==> src/rtl/stopwatch_pkg.sv <==
// stopwatch_pkg: FSM state encodings and BCD digit limit shared by the stopwatch blocks
package stopwatch_pkg;
   typedef enum logic [1:0] {IDLE = 2'd0, RUN = 2'd1, STOP = 2'd2} state_t;
   localparam logic [3:0] BCD_MAX = 4'd9;
endpackage

==> src/rtl/bcd_digit_counter.sv <==
// bcd_digit_counter: one decade 0..9; carry flags the digit at 9 so the next decade can ripple
module bcd_digit_counter
   import stopwatch_pkg::*;
(
   input  logic       Clock,
   input  logic       Reset_n,
   input  logic       inc,
   input  logic       clear,
   output logic [3:0] digit,
   output logic       carry
);
   logic [3:0] digit_q, digit_d;
   always_comb begin
      carry   = digit_q == BCD_MAX;
      digit_d = clear ? 4'd0 : !inc ? digit_q : carry ? 4'd0 : digit_q + 4'd1;
   end
   always_ff @(posedge Clock or negedge Reset_n)
      if (!Reset_n) digit_q <= '0;
      else digit_q <= digit_d;
   assign digit = digit_q;
endmodule

==> src/rtl/stopwatch_bcd.sv <==
// stopwatch_bcd: push-button BCD stopwatch with prescaler, lap freeze and sticky full-scale flag
module stopwatch_bcd
   import stopwatch_pkg::*;
#(
   parameter int CLK_DIV = 50000,
   parameter int DIGITS  = 6,
   parameter bit WRAP    = 1'b0
) (
   input  logic                Clock,
   input  logic                Reset_n,
   input  logic                start_n,
   input  logic                stop_n,
   input  logic                lap_n,
   input  logic                clear_n,
   output logic [4*DIGITS-1:0] bcd_out,
   output logic                running,
   output logic                lap_hold,
   output logic                overflow
);
   localparam int PW = $clog2(CLK_DIV);
   localparam logic [PW-1:0] PRE_MAX = PW'(CLK_DIV - 1);
   state_t state_q, state_d;
   logic [3:0] s1_q, s2_q, s3_q, press;
   logic start_p, stop_p, lap_p, clear_p, tick, full, sat, clr;
   logic [PW-1:0] pre_q, pre_d;
   logic [DIGITS-1:0] inc, carry;
   logic [4*DIGITS-1:0] count, cap_q, cap_d;
   logic lap_q, lap_d, ovf_q, ovf_d;
   // bit order {clear, lap, stop, start}; s3 holds the previous synchronised level
   always_ff @(posedge Clock or negedge Reset_n)
      if (!Reset_n) begin
         s1_q <= '1;
         s2_q <= '1;
         s3_q <= '1;
      end else begin
         s1_q <= {clear_n, lap_n, stop_n, start_n};
         s2_q <= s1_q;
         s3_q <= s2_q;
      end
   assign press   = s3_q & ~s2_q;
   assign start_p = press[0] & ~press[1];
   assign stop_p  = press[1];
   assign lap_p   = press[2];
   assign clear_p = press[3];
   assign tick = state_q == RUN && pre_q == PRE_MAX;
   assign full = &carry;
   assign sat  = tick && full && !WRAP;
   assign clr  = clear_p && state_q != RUN;
   always_comb begin
      inc[0] = tick && !sat;
      for (int k = 1; k < DIGITS; k++) inc[k] = inc[k-1] && carry[k-1];
   end
   for (genvar i = 0; i < DIGITS; i++) begin : g_digit
      bcd_digit_counter u_digit (
         .Clock   (Clock),
         .Reset_n (Reset_n),
         .inc     (inc[i]),
         .clear   (clr),
         .digit   (count[4*i +: 4]),
         .carry   (carry[i])
      );
   end
   always_ff @(posedge Clock or negedge Reset_n)
      if (!Reset_n) begin
         state_q <= IDLE;
         pre_q   <= '0;
         cap_q   <= '0;
         lap_q   <= 1'b0;
         ovf_q   <= 1'b0;
      end else begin
         state_q <= state_d;
         pre_q   <= pre_d;
         cap_q   <= cap_d;
         lap_q   <= lap_d;
         ovf_q   <= ovf_d;
      end
   always_comb begin
      state_d = state_q == IDLE ? (start_p ? RUN : IDLE) :
                state_q == RUN  ? (stop_p || sat ? STOP : RUN) :
                state_q == STOP ? (clear_p ? IDLE : start_p ? RUN : STOP) : IDLE;
      pre_d = (state_q != RUN || tick) ? '0 : pre_q + PW'(1);
      lap_d = clr ? 1'b0 : !lap_p ? lap_q : state_q == RUN && !lap_q;
      cap_d = clr ? '0 : (lap_p && state_q == RUN && !lap_q) ? count : cap_q;
      ovf_d = !clr && (ovf_q || (tick && full));
   end
   always_comb begin
      running  = state_q == RUN;
      lap_hold = lap_q;
      overflow = ovf_q;
      bcd_out  = lap_q ? cap_q : count;
   end
endmodule
==> config.mk <==
export PLATFORM = sky130hd
export DESIGN_NAME = stopwatch_bcd
export DESIGN_NICKNAME = d
export VERILOG_FILES = /design/src/rtl/stopwatch_pkg.sv /design/src/rtl/bcd_digit_counter.sv /design/src/rtl/stopwatch_bcd.sv
export SDC_FILE = /design/constraint.sdc
export NUM_CORES = 1
export LEC_CHECK = 0
export ABC_AREA = 0
export CORE_AREA = 2 2 128 130
export CTS_CLUSTER_DIAMETER = 200
export DETAILED_ROUTE_END_ITERATION = 10
export DIE_AREA = 0 0 130 132
export MAX_ROUTING_LAYER = met4
export PLACE_DENSITY = 0.43
export SKIP_CTS_REPAIR_TIMING = 1
export SYNTH_ARGS = -nofsm -noshare
export SYNTH_HDL_FRONTEND = slang
export SYNTH_HIERARCHICAL = 1
export SYNTH_SLANG_ARGS = --single-unit
==> constraint.sdc <==
create_clock -name Clock -period 8.5 [get_ports Clock]
set_clock_uncertainty 0.1 [all_clocks]
set_input_delay 2.55 -clock Clock [delete_from_list [all_inputs] [get_ports Clock]]
set_output_delay 2.55 -clock Clock [all_outputs]
set_load 0.01 [all_outputs]
## Word-level counts from Yosys, hierarchy flattened

Cells that the tools add are included.

| word-level totals | value |
|---|---|
| bits in registers | 80 |
| output and inout port bits | 27 |

| operators by class | value |
|---|---|
| add/subtract/negate cells | 7 |
| equal/unequal tests | 10 |
| multiplexer cells | 31 |
| bitwise operators | 4 |
| reduce and logical (&&, ||, !) cells | 29 |

Operators with widths:

| operator | number |
|---|---|
| $mux 24 | 3 |
| $mux 4 | 18 |
| $add 4x1->4 const B | 6 |
| $eq 4x4->1 const B | 6 |
| $add 16x1->16 const B | 1 |
| $eq 16x16->1 const B | 1 |
| $mux 16 | 1 |
| $reduce_bool 2->1 | 8 |
| $logic_and 1x1->1 | 13 |
| $mux 2 | 6 |
| $reduce_and 6->1 | 1 |
| $and 4x4->4 | 1 |
| $not 4->4 | 1 |
| $logic_not 1->1 | 3 |
| $logic_or 1x1->1 | 3 |
| $mux 1 | 3 |
| $eq 2x1->1 const B | 1 |
| $eq 2x2->1 const B | 1 |
| $logic_not 2->1 | 1 |
| $ne 2x1->1 const B | 1 |
| $and 1x1->1 | 1 |
| $not 1->1 | 1 |

## Depth between registers and ports, before layout

| depth | value |
|---|---|
| depth after elaboration | 12 |
| mapped depth | 11 |
| gate-level depth less buffers | 11 |

## Cells and area by module

The synthesis kept the hierarchy.

Modules (own cells, without submodules):

| module | times used | cells each | area each (um^2) |
|---|---|---|---|
| stopwatch_bcd | 1 | 258 | 2,601.2 |
| bcd_digit_counter | 6 | 26 | 242.7 |

## Worst setup path before layout

No wires, ideal clock.

| path | value |
|---|---|
| path kind | reg2out |
| from | register lap_q (netlist: lap_hold) |
| to | output bcd_out[10] |
| arrival time | 1.411 ns |
| data required time | 5.850 ns |
| slack | 4.439 ns |
| cell stages (with the launch flop) | 4 |
| cells stage by stage | dfrtp_1 clkbuf_1 buf_1 mux2_2 |

| on the way | value |
|---|---|
| longest elaborated chain between the ends | 1 |

Ends and longest elaborated chain:

| what | RTL line | source |
|---|---|---|
| from (decl) | stopwatch_bcd.sv:28 | `logic lap_q, lap_d, ovf_q, ovf_d;` |
| from (signal assigned) | stopwatch_bcd.sv:74 | `lap_q <= lap_d;` |
| $mux 24 | stopwatch_bcd.sv:90 | `bcd_out = lap_q ? cap_q : count;` |
| to (decl) | stopwatch_bcd.sv:15 | `output logic [4*DIGITS-1:0] bcd_out,` |

No other way between the ends.

## Worst setup path in the final report

| path | value |
|---|---|
| from | register lap_q (netlist: lap_hold) |
| to | output bcd_out[19] |

Same word-level chain as after synthesis.

==> impl_metrics.yaml <==
critical_path:
  critPathMaxFanout: 14
  crit_required_ns: 5.85
  endpoint_kind: "output port"
  cp-start-kind: "flip-flop"
  cp_slowest_stage_delay_ns: 0.70
  path_cells: "buf_4, mux2_2, clkdlybuf4s50_1"
  slowest_stage: "dfrtp_1"
  path_class: "reg2out"
  worst_ep_arrival_time_ns: 2.25
floorplanning:
  die_w_um: 130
  row_count: 46
  die_h_um: 132
  pin_count: 33
  dieArea_sq_mm: 0.0172
  floorplan.initialDensity_pct: 25.8
  core_area_sq_mm: 0.0157
finish:
  diodes: 0
  register_area_sq_mm: 0.00202
  design_area_sq_mm: 0.00492
  drive_gt1_share_pct: 14.3
  fillers: 1600
  area_growth_syn_to_layout_pct: 21.3
  layoutNonFillerInstCount: 670
  final_nets: 468
  multi_input_area_sq_mm: 0.00193
yosys:
  synth_seq_cells: 80
  synth_top_area_cell: "dfrtp_1"
  synth.avg_cell_area_sq_um: 9.80
  synth_top_area_share_pct: 41.9
  synth_flop_cell: "dfrtp_1"
  syn_nets: 433
  synth.area.top_cells: "dfrtp_1 42%, dfstp_2 7.8%, nand2_1 7.3%"
  synthArstFlopShare_pct: 100
  synth-seq-area-share_pct: 49.7
  synthDistinctLibCells: 38
  synth.most_common_cell: "nand2_1"
  synth_edf_count: 0
  yosys_warnings: 6
  netlist_area_sq_mm: 0.00406
  syn_inst: 414
  synthTopCellsByCount: "79 x nand2_1, 68 x dfrtp_1, 39 x o21ai_0"
grt:
  grt_antenna_before_repair: 0
  grt_usage_pct: 11.5
  grt_max_degree: 50
  grt_pass1_wl_mm: 15.1
  gr-total-overflow: 0
  grt_pass1_vias: 2939
sta:
  fmax_mhz: 204
  relSlewSlack_pct: 34.9
  min_period_ns: 4.90
  tns_ns: 0
  period_share_pct: 57.6
  rsz0062_at_grt: "false"
  layout_setup_ws_ns: 3.60
  worstMarginPinSlew_ns: 0.975
  hold_violations: 0
  setup_viol: 0
  maxSlewViolCount: 0
  whs_ns: 0.254
clock_tree:
  clk_latency_ns: 0.34
  cts_sinks: 80
  cts_tree: "yes"
  path_clk_slew_ns: 0.06
  h-tree-depth: 3
  cts-root-buf: "clkbuf_16"
  cts_buffers: 9
  cts_max_path_buffers: 2
outcome:
  status: "finished clean"
drt:
  vias_per_cell: 4.45
  ant_nets: 0
  vias: 2983
  post_drt_wl_per_cell_um: 13.1
  first_pass_iters: 5
  drc: 0
  drt_iter0_drc: 160
  wirelength_mm: 8.81
worst_hold_path:
  worst_hold_path_type: "reg2reg"
placement:
  place_ws_ns: 3.93
  io_buffers: 32
  place_area_sq_mm: 0.00463
  placed_cells: 654
  gp_congestion: 0.737
  hpwl_mm: 5.84
pwr:
  ir_worst_vdd_uv: 119
  power_leakage_nw: 2.00
  p_per_area_mw_per_mm2: 171
run:
  max_cap_viol_count: 0
layer usage:
layer  vias up  track usage, %  part of all wire, %
met5         -               -                    0
met4         0            3.23                  1.6
met3         8            4.06                  3.7
met2        46            17.5                   47
met1      1440            14.3                   48
li1       1489               -                    -
placed cells by master, fill, tap and decap left out, drive strengths merged, types with 15 or more instances in the layout:
cell type / count
a21oi: 25
nand2: 79
mux2: 24
o21ai: 39
nand3b: 18
nand2b: 15
dfrtp: 68
clkdlybuf4s50: 31
nor2: 21
inv: 18
where the power goes:
group / internal [mW] / total (mW) / switching [mW] / leakage (nW)
Sequential: 0.391 / 0.402 / 0.0105 / 1.07
Combinational: 0.0208 / 0.0643 / 0.0435 / 0.780
Clock: 0.222 / 0.375 / 0.153 / 0.145
Total: 0.634 / 0.841 / 0.207 / 2.00
flip-flops by register name, indices dropped and copies added, names as in the netlist:
name	count
cap_q	24
g_digit.u_digit/digit	24
pre_q	16
s1_q	4
s2_q	4
s3_q	4
state_q	2
lap_hold	1
overflow	1
metrics by stage:
stage | util [%] | total power [mW]
2_1_floorplan | - | 0.445
3_3_place_gp | 29.5 | 0.474
3_5_place_dp | 29.5 | 0.476
4_1_cts | 31.3 | 0.858
5_1_grt | 31.3 | 0.887
6_report | 31.3 | 0.841
path summary, 6_finish.rpt:
| path | start | to | slack, ns | cells past startpoint |
|---|---|---|---|---|
| setup / recovery | lap_hold$_DFFE_PN0P_ | bcd_out[19] | 3.60 | 3 |
| hold / removal | s1_q[1]$_DFF_PN1_ | s2_q[1]$_DFF_PN1_ | 0.25 | 0 |
| setup reg to reg | pre_q[12]$_DFF_PN0_ | g_digit[1].u_digit/digit[2]$_DFFE_PN0P_ | 5.19 | 7 |
| hold reg to reg | s1_q[1]$_DFF_PN1_ | s2_q[1]$_DFF_PN1_ | 0.25 | 0 |
| max in group asynchronous | Reset_n | g_digit[3].u_digit/digit[2]$_DFFE_PN0P_ | 5.26 | 2 |
| min in group asynchronous | Reset_n | pre_q[9]$_DFF_PN0_ | 2.05 | 1 |
critical path, delay by kind of cell, from the launching register on:
| kind | cells | cell delay, ns |
|---|---|---|
| buffers and inverters | 2 | 0.83 |
| DFF | 1 | 0.70 |
| muxes | 1 | 0.37 |
kinds of logic (layout without fill, tap and decap cells):
kind of cell | count (synthesis) | after routing | share of synthesized area, %
DFF | 80 | 80 | 49.7
xor gates and xnor gates | 14 | 14 | 3.02
adders and majority gates | 13 | 13 | 4.01
AOI/OAI and AO/OA | 73 | 73 | 10.1
buffers and inverters | 30 | 70 | 2.81
muxes | 24 | 24 | 6.66
and+or+nand+nor | 180 | 180 | 23.7
area by class of cell:
type | count | share of cell area (%)
Tap cell | 216 | 5.49
Multi-Input combinational cell | 304 | 39.3
Timing Repair Buffer | 36 | 7.07
Sequential cell | 80 | 41.0
Clock inverter | 3 | 0.305
Inverter | 18 | 1.37
Clock buffer | 13 | 5.52
(Power assumes the default switching activity.)
